`config.mk`:
```
export PLATFORM = sky130hd
export DESIGN_NAME = issue_ctrl
export DESIGN_NICKNAME = d
export VERILOG_FILES = /design/src/rtl/issue_ctrl_pkg.sv /design/src/rtl/issue_ctrl_decoder.sv /design/src/rtl/issue_ctrl.sv
export SDC_FILE = /design/constraint.sdc
export NUM_CORES = 1
export LEC_CHECK = 0
export ABC_AREA = 1
export ABC_CLOCK_PERIOD_IN_PS = 2000
export CAP_MARGIN = 0
export CORE_UTILIZATION = 45
export CTS_CLUSTER_DIAMETER = 50
export DETAILED_ROUTE_END_ITERATION = 6
export MAX_ROUTING_LAYER = met4
export PLACE_DENSITY = 0.75
export SYNTH_ARGS = -nofsm -noshare
export SYNTH_HDL_FRONTEND = slang
export SYNTH_SLANG_ARGS = --single-unit
export TNS_END_PERCENT = 100
```
`constraint.sdc`:
```
create_clock -name clk -period 2 [get_ports clk]
set_input_delay 0.3 -clock clk [delete_from_list [all_inputs] [get_ports clk]]
set_output_delay 0.3 -clock clk [all_outputs]
set_load 0.02 [all_outputs]
```
`src/rtl/issue_ctrl_pkg.sv`:
```
// Shared RV32I definitions for the issue stage: opcodes, FSM encodings and
// the per-opcode register-usage classification.
package issue_ctrl_pkg;

    localparam logic [6:0] OP_OP     = 7'b0110011;
    localparam logic [6:0] OP_IMM    = 7'b0010011;
    localparam logic [6:0] OP_LOAD   = 7'b0000011;
    localparam logic [6:0] OP_JALR   = 7'b1100111;
    localparam logic [6:0] OP_STORE  = 7'b0100011;
    localparam logic [6:0] OP_BRANCH = 7'b1100011;
    localparam logic [6:0] OP_LUI    = 7'b0110111;
    localparam logic [6:0] OP_AUIPC  = 7'b0010111;
    localparam logic [6:0] OP_JAL    = 7'b1101111;

    localparam logic [1:0] ST_EMPTY = 2'd0;
    localparam logic [1:0] ST_READY = 2'd1;
    localparam logic [1:0] ST_STALL = 2'd2;

    typedef struct packed {
        logic use_rs1;
        logic use_rs2;
        logic use_rd;
        logic illegal;
    } reg_use_t;

    function automatic reg_use_t classify(input logic [6:0] type_code);
        reg_use_t u;
        case (type_code)
            OP_OP:                    u = '{1'b1, 1'b1, 1'b1, 1'b0};
            OP_IMM, OP_LOAD, OP_JALR: u = '{1'b1, 1'b0, 1'b1, 1'b0};
            OP_STORE, OP_BRANCH:      u = '{1'b1, 1'b1, 1'b0, 1'b0};
            OP_LUI, OP_AUIPC, OP_JAL: u = '{1'b0, 1'b0, 1'b1, 1'b0};
            default:                  u = '{1'b0, 1'b0, 1'b0, 1'b1};
        endcase
        return u;
    endfunction

endpackage

```
`src/rtl/issue_ctrl_decoder.sv`:
```
// Combinational RV32I field extraction feeding the issue holding register.
module issue_ctrl_decoder (
    input  logic [31:0] instr,
    output logic [6:0]  type_code,
    output logic [9:0]  alu_op,
    output logic [4:0]  rs1,
    output logic [4:0]  rs2,
    output logic [4:0]  rd
);

    assign type_code = instr[6:0];
    // funct7 and funct3 together fully identify the ALU operation
    assign alu_op    = {instr[31:25], instr[14:12]};
    assign rs1       = instr[19:15];
    assign rs2       = instr[24:20];
    assign rd        = instr[11:7];

endmodule

```
`src/rtl/issue_ctrl.sv`:
```
// Single-entry issue stage with a busy-bit scoreboard that blocks RAW/WAW
// hazards until the producing write retires.
module issue_ctrl
    import issue_ctrl_pkg::*;
(
    input  logic        clk,
    input  logic        rst_n,
    input  logic        in_valid,
    output logic        in_ready,
    input  logic [31:0] instr,
    input  logic        flush,
    output logic        iss_valid,
    input  logic        iss_ready,
    output logic [6:0]  iss_type_code,
    output logic [9:0]  iss_alu_op,
    output logic [4:0]  iss_rs1,
    output logic [4:0]  iss_rs2,
    output logic [4:0]  iss_rd,
    output logic        iss_illegal,
    input  logic        wb_valid,
    input  logic [4:0]  wb_rd,
    output logic [31:0] busy_mask,
    output logic [15:0] stall_cnt
);

    logic [6:0]  dec_type;
    logic [9:0]  dec_alu_op;
    logic [4:0]  dec_rs1, dec_rs2, dec_rd;
    reg_use_t    dec_use;

    logic [1:0]  state_reg, state_next;
    logic [6:0]  type_reg;
    logic [9:0]  alu_op_reg;
    logic [4:0]  rs1_reg, rs2_reg, rd_reg;
    reg_use_t    use_reg;
    logic [31:0] busy_reg, busy_next, set_vec;
    logic [15:0] stall_reg;

    logic accept, fire, hazard_d, hazard_new;

    issue_ctrl_decoder u_decoder (
        .instr     (instr),
        .type_code (dec_type),
        .alu_op    (dec_alu_op),
        .rs1       (dec_rs1),
        .rs2       (dec_rs2),
        .rd        (dec_rd)
    );

    assign dec_use = classify(dec_type);

    function automatic logic hazard_of(input reg_use_t u, input logic [4:0] r1,
                                       input logic [4:0] r2, input logic [4:0] rd,
                                       input logic [31:0] mask);
        return (u.use_rs1 & mask[r1]) | (u.use_rs2 & mask[r2]) | (u.use_rd & mask[rd]);
    endfunction

    assign iss_valid = (state_reg == ST_READY);
    assign in_ready  = ~flush & ((state_reg == ST_EMPTY) | (iss_valid & iss_ready));
    assign accept    = in_valid & in_ready;
    assign fire      = iss_valid & iss_ready & ~flush;

    // x0 is hard-wired idle; for other registers a same-cycle set beats a clear
    generate
        for (genvar gi = 0; gi < 32; gi++) begin : g_busy
            if (gi == 0) begin : g_x0
                assign set_vec[gi]   = 1'b0;
                assign busy_next[gi] = 1'b0;
            end else begin : g_reg
                assign set_vec[gi]   = fire & use_reg.use_rd & (rd_reg == 5'(gi));
                assign busy_next[gi] = set_vec[gi] |
                                       (busy_reg[gi] & ~(wb_valid & (wb_rd == 5'(gi))));
            end
        end
    endgenerate

    assign hazard_d   = hazard_of(use_reg, rs1_reg, rs2_reg, rd_reg, busy_reg);
    // Incoming instruction sees the producer firing this cycle but not a retiring write
    assign hazard_new = hazard_of(dec_use, dec_rs1, dec_rs2, dec_rd, busy_reg | set_vec);

    always_comb begin
        state_next = state_reg;
        if (flush) begin
            state_next = ST_EMPTY;
        end else if (accept) begin
            state_next = hazard_new ? ST_STALL : ST_READY;
        end else if (fire) begin
            state_next = ST_EMPTY;
        end else if (state_reg == ST_STALL) begin
            state_next = hazard_d ? ST_STALL : ST_READY;
        end
    end

    always_ff @(posedge clk or negedge rst_n) begin
        if (!rst_n) begin
            state_reg  <= ST_EMPTY;
            type_reg   <= '0;
            alu_op_reg <= '0;
            rs1_reg    <= '0;
            rs2_reg    <= '0;
            rd_reg     <= '0;
            use_reg    <= '0;
            busy_reg   <= '0;
            stall_reg  <= '0;
        end else begin
            state_reg <= state_next;
            busy_reg  <= busy_next;
            if (accept) begin
                type_reg   <= dec_type;
                alu_op_reg <= dec_alu_op;
                rs1_reg    <= dec_rs1;
                rs2_reg    <= dec_rs2;
                rd_reg     <= dec_rd;
                use_reg    <= dec_use;
            end
            if ((state_reg == ST_STALL) && (stall_reg != 16'hFFFF)) begin
                stall_reg <= stall_reg + 16'd1;
            end
        end
    end

    assign iss_type_code = type_reg;
    assign iss_alu_op    = alu_op_reg;
    assign iss_rs1       = rs1_reg;
    assign iss_rs2       = rs2_reg;
    assign iss_rd        = rd_reg;
    assign iss_illegal   = use_reg.illegal;
    assign busy_mask     = busy_reg;
    assign stall_cnt     = stall_reg;

endmodule

```
Word level (Yosys, flattened, before mapping). Cells that the tools add are included.

Equality and inequality tests: 74. Mux-type cells: 19. Reductions and logical operators: 6. Bitwise logic cells: 173. Add/sub/neg operators: 1. Order comparisons: 6.

Operators by type and width (count): equality test 5 bit, second input constant (32); AND 1 bit (104); equality test 5 x 4 -> 1 bit, second input constant (16); equality test 5 x 3 -> 1 bit, second input constant (8); < comparator 5 x 6 -> 1 bit, second input constant (6); bitwise OR 1 bit (36); inverter 1 bit (32); bitwise OR 32 bit (1); binary-select mux 1 bit (select 5 bit) (6); equality test 7 x 6 -> 1 bit, second input constant (3); equality test 7 bit, second input constant (3); equality test 5 x 2 -> 1 bit, second input constant (4); adder 16 x 1 -> 16 bit, second input constant (1); inequality test 16 bit, second input constant (1); one-hot mux 4 bit (4 select lines) (1); equality test 7 x 5 -> 1 bit, second input constant (2); 2-to-1 mux 2 bit (6); equality test 5 x 1 -> 1 bit, second input constant (2); equality test 7 x 2 -> 1 bit, second input constant (1); 2-to-1 mux 1 bit (6); OR reduction 3 bit (2); nonzero test 4 bit (1); equality test 2 x 1 -> 1 bit, second input constant (1); equality test 2 bit, second input constant (1); other kinds (3) (3).

Word-level logic and storage cells: 291. Flip-flop bits (word level): 85. Input bits: 43. Output and inout bits: 83.

Logic depth before layout (Yosys ltp).
Depth after elaboration: 14. Gate-level depth with buffers: 18. Mapped depth without buffers: 17.

By module. From an unflattened synthesis, not the netlist that was laid out.

Cells, all modules: 942. Area, all modules: 6078.3 µm².

By module, submodules not included: issue_ctrl (cells an instance 910, area an instance 5838.1 µm², times used 1); issue_ctrl_decoder (cells an instance 32, area an instance 240.2 µm², times used 1).

Least setup slack after synthesis. OpenSTA, ideal clock, no wires.

Path kind: register -> register. Start point: register stall_reg[0] (netlist: stall_cnt[0]). End point: register stall_reg[15] (netlist: stall_cnt[15]). Setup time: 0.080 ns. Path buffers: 0. Clock period less this slack: 2.045 ns. Cell stages (with the launch flop): 14. Path slack: -0.045 ns. Data required time: 1.920 ns. Data arrival time: 1.965 ns. Path through: dfrtp_1 > ha_1 > inv_1 > nor2_1 > nand2_1 > nor2_1 > a21oi_2 > nand4_2 > nor2_2 > nand3_2 > nor2_2 > nand2_1 > nor2_1 > xor2_1.

Word-level cells in the longest chain between the ends: 2. Elaborated cells on any way between the ends: 3.

RTL lines: from (decl) (line issue_ctrl.sv:37) `logic [15:0] stall_reg;`; from (signal assigned) (line issue_ctrl.sv:117) `stall_reg <= stall_reg + 16'd1;`; parallel branches: the longest is 2 deep, another holds adder 16 x 1 -> 16 bit.

Several ways; the timed one is not identified. A chain may end at the register's enable or synchronous reset.

Worst setup path in the final report.
Start point: register rd_reg[1] (netlist: iss_rd[1]). End point: register state_reg[0].

Word-level cells in the longest chain between the ends: 11. Elaborated cells on any way between the ends: 84.

RTL lines: from (decl) (line issue_ctrl.sv:34) `logic [4:0] rs1_reg, rs2_reg, rd_reg;`; from (signal assigned) (line issue_ctrl.sv:113) `rd_reg <= dec_rd;`; equality test 5 x 1 -> 1 bit, or another cell as far along (line issue_ctrl.sv:70) `assign set_vec[gi] = fire & use_reg.use_rd & (rd_reg == 5'(gi));`; AND 1 bit (line issue_ctrl.sv:70); bitwise OR 32 bit (line issue_ctrl.sv:79) `assign hazard_new = hazard_of(dec_use, dec_rs1, dec_rs2, dec_rd, busy_reg | set_vec);`; binary-select mux 1 bit (select 5 bit) (line issue_ctrl.sv:55) `return (u.use_rs1 & mask[r1]) | (u.use_rs2 & mask[r2]) | (u.use_rd & mask[rd]);`; 2-to-1 mux 1 bit (implied by the code) (line issue_ctrl.sv:55); AND 1 bit (line issue_ctrl.sv:55); bitwise OR 1 bit (2 in series) (line issue_ctrl.sv:55); 2-to-1 mux 2 bit (line issue_ctrl.sv:86) `state_next = hazard_new ? ST_STALL : ST_READY;`; 2-to-1 mux 2 bit (*) (line issue_ctrl.sv:85) `end else if (accept) begin`; 2-to-1 mux 2 bit (*) (line issue_ctrl.sv:83) `if (flush) begin`; to (signal assigned) (line issue_ctrl.sv:106) `state_reg <= state_next;`; to (decl) (line issue_ctrl.sv:31) `logic [1:0] state_reg, state_next;`.

Mark *: on every way between the ends. The rest lies on a longest branch, timed or not. The select of a mux whose other input is x is not followed.

==> impl_metrics.ini <==
[outcome]
status = finished, violations left
violations = setup timing

[detailed_routing]
ant_nets = 0
dr.pass1.iters = 6
wire_per_inst_um = 19.1
drc = 0
drt_iter0_markers = 887
routed_wl_um = 25400
vias = 7448
routed_via_density = 5.60

[timing]
slew_viol_final = 0
max_freq_mhz = 470
clock_skew_ps = 10.2
hold_violations = 0
rsz0062_at_grt = true
setup_viol_count_final = 2
relSlewSlack_pct = 66.5
fin_ws_ps = -129
period_needed_ps = 2130
post-route-period-util_pct = 106
worst_pin_slew_ps = 501
hold_slack_ps = 439

[die]
core-area_um2 = 12700
die_y_um = 116
initial_core_util_pct = 46.3
pin_count = 126
die_w_um = 116
rows = 41
die-area_um2 = 13500

[global_route]
grt_pass1_vias = 6866
antenna_found_initial = 1
grt.overflow.total = 0
grt_max_degree = 42
gr-usage-all-layers_pct = 40.2
grt_pass1_wl_um = 38200

[worst_setup_path]
cp-end-kind = flop
required_ps = 2300
start_kind = flop
critPathLaunch = iss_rd[1]$_DFFE_PN0P_
crit_type = reg -> reg
cp.arrival_ps = 2430
worstPathMaxFanout = 6
worstReg2RegStart = iss_rd[1]$_DFFE_PN0P_

[worst_hold_path]
hold_path.class = in -> async

[finish]
final_common_cell = nand2_1
final_area_um2 = 8910
fill_cells = 1100
mostFrequentLayoutCells = 258 x nand2_1, 140 x nand3_1, 124 x buf_4
stdcell_count = 1330
drive_gt1_share_pct = 19.9
fin_nets = 1196
multi_input_area_um2 = 3490
largest_reg_flops = 31
syn2layout_area_growth_pct = 51.9
regArea_um2 = 2130

[clock_network]
clkSinkCount = 85
root_buffer = clkbuf_16
cts_buffers = 9
htree_levels = 3
cts_max_path_buffers = 2
clkLatencyLatePin_ps = 360
path_clk_slew_ps = 70
cts_tree = done

[synthesis]
syn-num-nets = 961
synth_seq_cells = 85
yosysUniqueCellTypes = 38
async_reset_ff_share_pct = 100
synth_edf_count = 0
synth_area_um2 = 5860
synth_flop_cell = dfrtp_1
synth_cells = 917
syn_area_per_cell_um2 = 6.40
ys_seq_area_share_pct = 36.3
yosys_warnings = 0

[placed_design]
dpl_cell_area_um2 = 8160
post-place-cells = 1299
dp_hpwl_um = 19200
dp_slack_ps = -468
io_buffers = 124
gp_congestion = 1.01

[pwr]
p_seq_share_pct = 28.4
p_leak_nw = 4.47
power_density_nw_per_um2 = 1010
vdd.ir_drop.worst_mv = 1.02
pwr-share-clk_pct = 20.3
p_total_w = 0.00900
internal_power_w = 0.00522
comb_power_share_pct = 51.3
netSwitchingFraction_pct = 42.0
p_sw_w = 0.00378

[job]
maxCapViolations = 0
[cell usage after synthesis, drive strengths merged (2+ instances only)]
master	count	share of area [%]
o31ai	3	0.38
inv	88	5.6
o211ai	6	0.77
clkbuf	15	0.98
dfrtp	85	36
o21ai	103	8.8
nand4	5	0.64
clkinv	2	0.13
nor3	4	0.34
xor2	10	1.5
nand2	292	19
buf	21	1.9
o221ai	2	0.30
nand3	155	13
o22ai	6	0.64
nor2	77	5.1
xnor2	5	0.75
a21oi	27	2.4
[metrics by stage]
stage,setup TNS [ps],util (%)
after floorplan,-14.1,-
after global placement,-935,64.4
after detailed placement,-881,64.4
after CTS,-47.8,69.0
after global routing,-661,70.3
final,-185,70.3
[layout make-up]
cell class,instances,share of cell area [%]
inverter,90,3.82
multi-input combinational,706,39.2
sequential,85,23.9
clock buffer,11,2.61
clock inverter,5,0.927
timing repair buffer,260,27.1
antenna,1,0.0281
tap,172,2.42
[worst paths after layout]
check | to | slack, ps | depth (start not counted)
min in group clk | iss_alu_op[4]$_DFFE_PN0P_ | 480 | 3
setup / recovery | state_reg[0]$_DFFE_PN0P_ | -130 | 12
hold reg to reg | iss_type_code[0]$_DFFE_PN0P_ | 480 | 2
hold / removal | stall_cnt[9]$_DFFE_PN0P_ | 440 | 2
max in group asynchronous | iss_rd[1]$_DFFE_PN0P_ | 940 | 3
setup reg to reg | state_reg[0]$_DFFE_PN0P_ | -130 | 12
[worst max-delay path, stage by stage, from the launching register on]
cell and delay (ps):
dfrtp_2 420, inv_1 100, nand2_1 200, o21ai_0 110
o21ai_1 250, nand2_1 80, nand3b_1 260, nand3_2 160
nand3_1 120, or2_0 230, nand2_1 70, nand2_1 40
nand2_1 50
[cells by family after synthesis]
| family | share of synthesized area [%] |
|---|---|
| other | 0.0639 |
| adder cells (fa/ha/maj) | 0.213 |
| AND/OR/NAND/NOR | 38.7 |
| buffers and inverters | 8.62 |
| AO/OA/AOI/OAI | 13.9 |
| flip-flops | 36.3 |
| XOR/XNOR | 2.24 |
[power by group through the flow]
stage,clock network [W],logic [W],registers [W]
after floorplan,0,0.00179,0.00297
after global placement,0,0.00428,0.00253
after detailed placement,0,0.00431,0.00254
after CTS,0.00183,0.00444,0.00254
after global routing,0.00192,0.00499,0.00261
final,0.00182,0.00462,0.00256
[timing repair]
action	4_1_cts	5_1_grt
buffers inserted	9	2
cloned	2	0
endpoints found under the hold margin	32	0
hold buffers	1	0
pin swaps	13	10
endpoints found under the setup margin	4	7
resized for setup	48	39
[per-layer routing]
metal | routed length [um] | track usage [%] | up-vias | share of wire [%]
li1 | - | - | 3485 | -
met1 | 10500 | 52.0 | 3488 | 41
met2 | 11200 | 58.8 | 406 | 44
met3 | 2570 | 10.2 | 69 | 10
met4 | 1110 | 18.7 | 0 | 4.4
met5 | 0 | - | - | 0
Power figures use the tool's default switching activity.
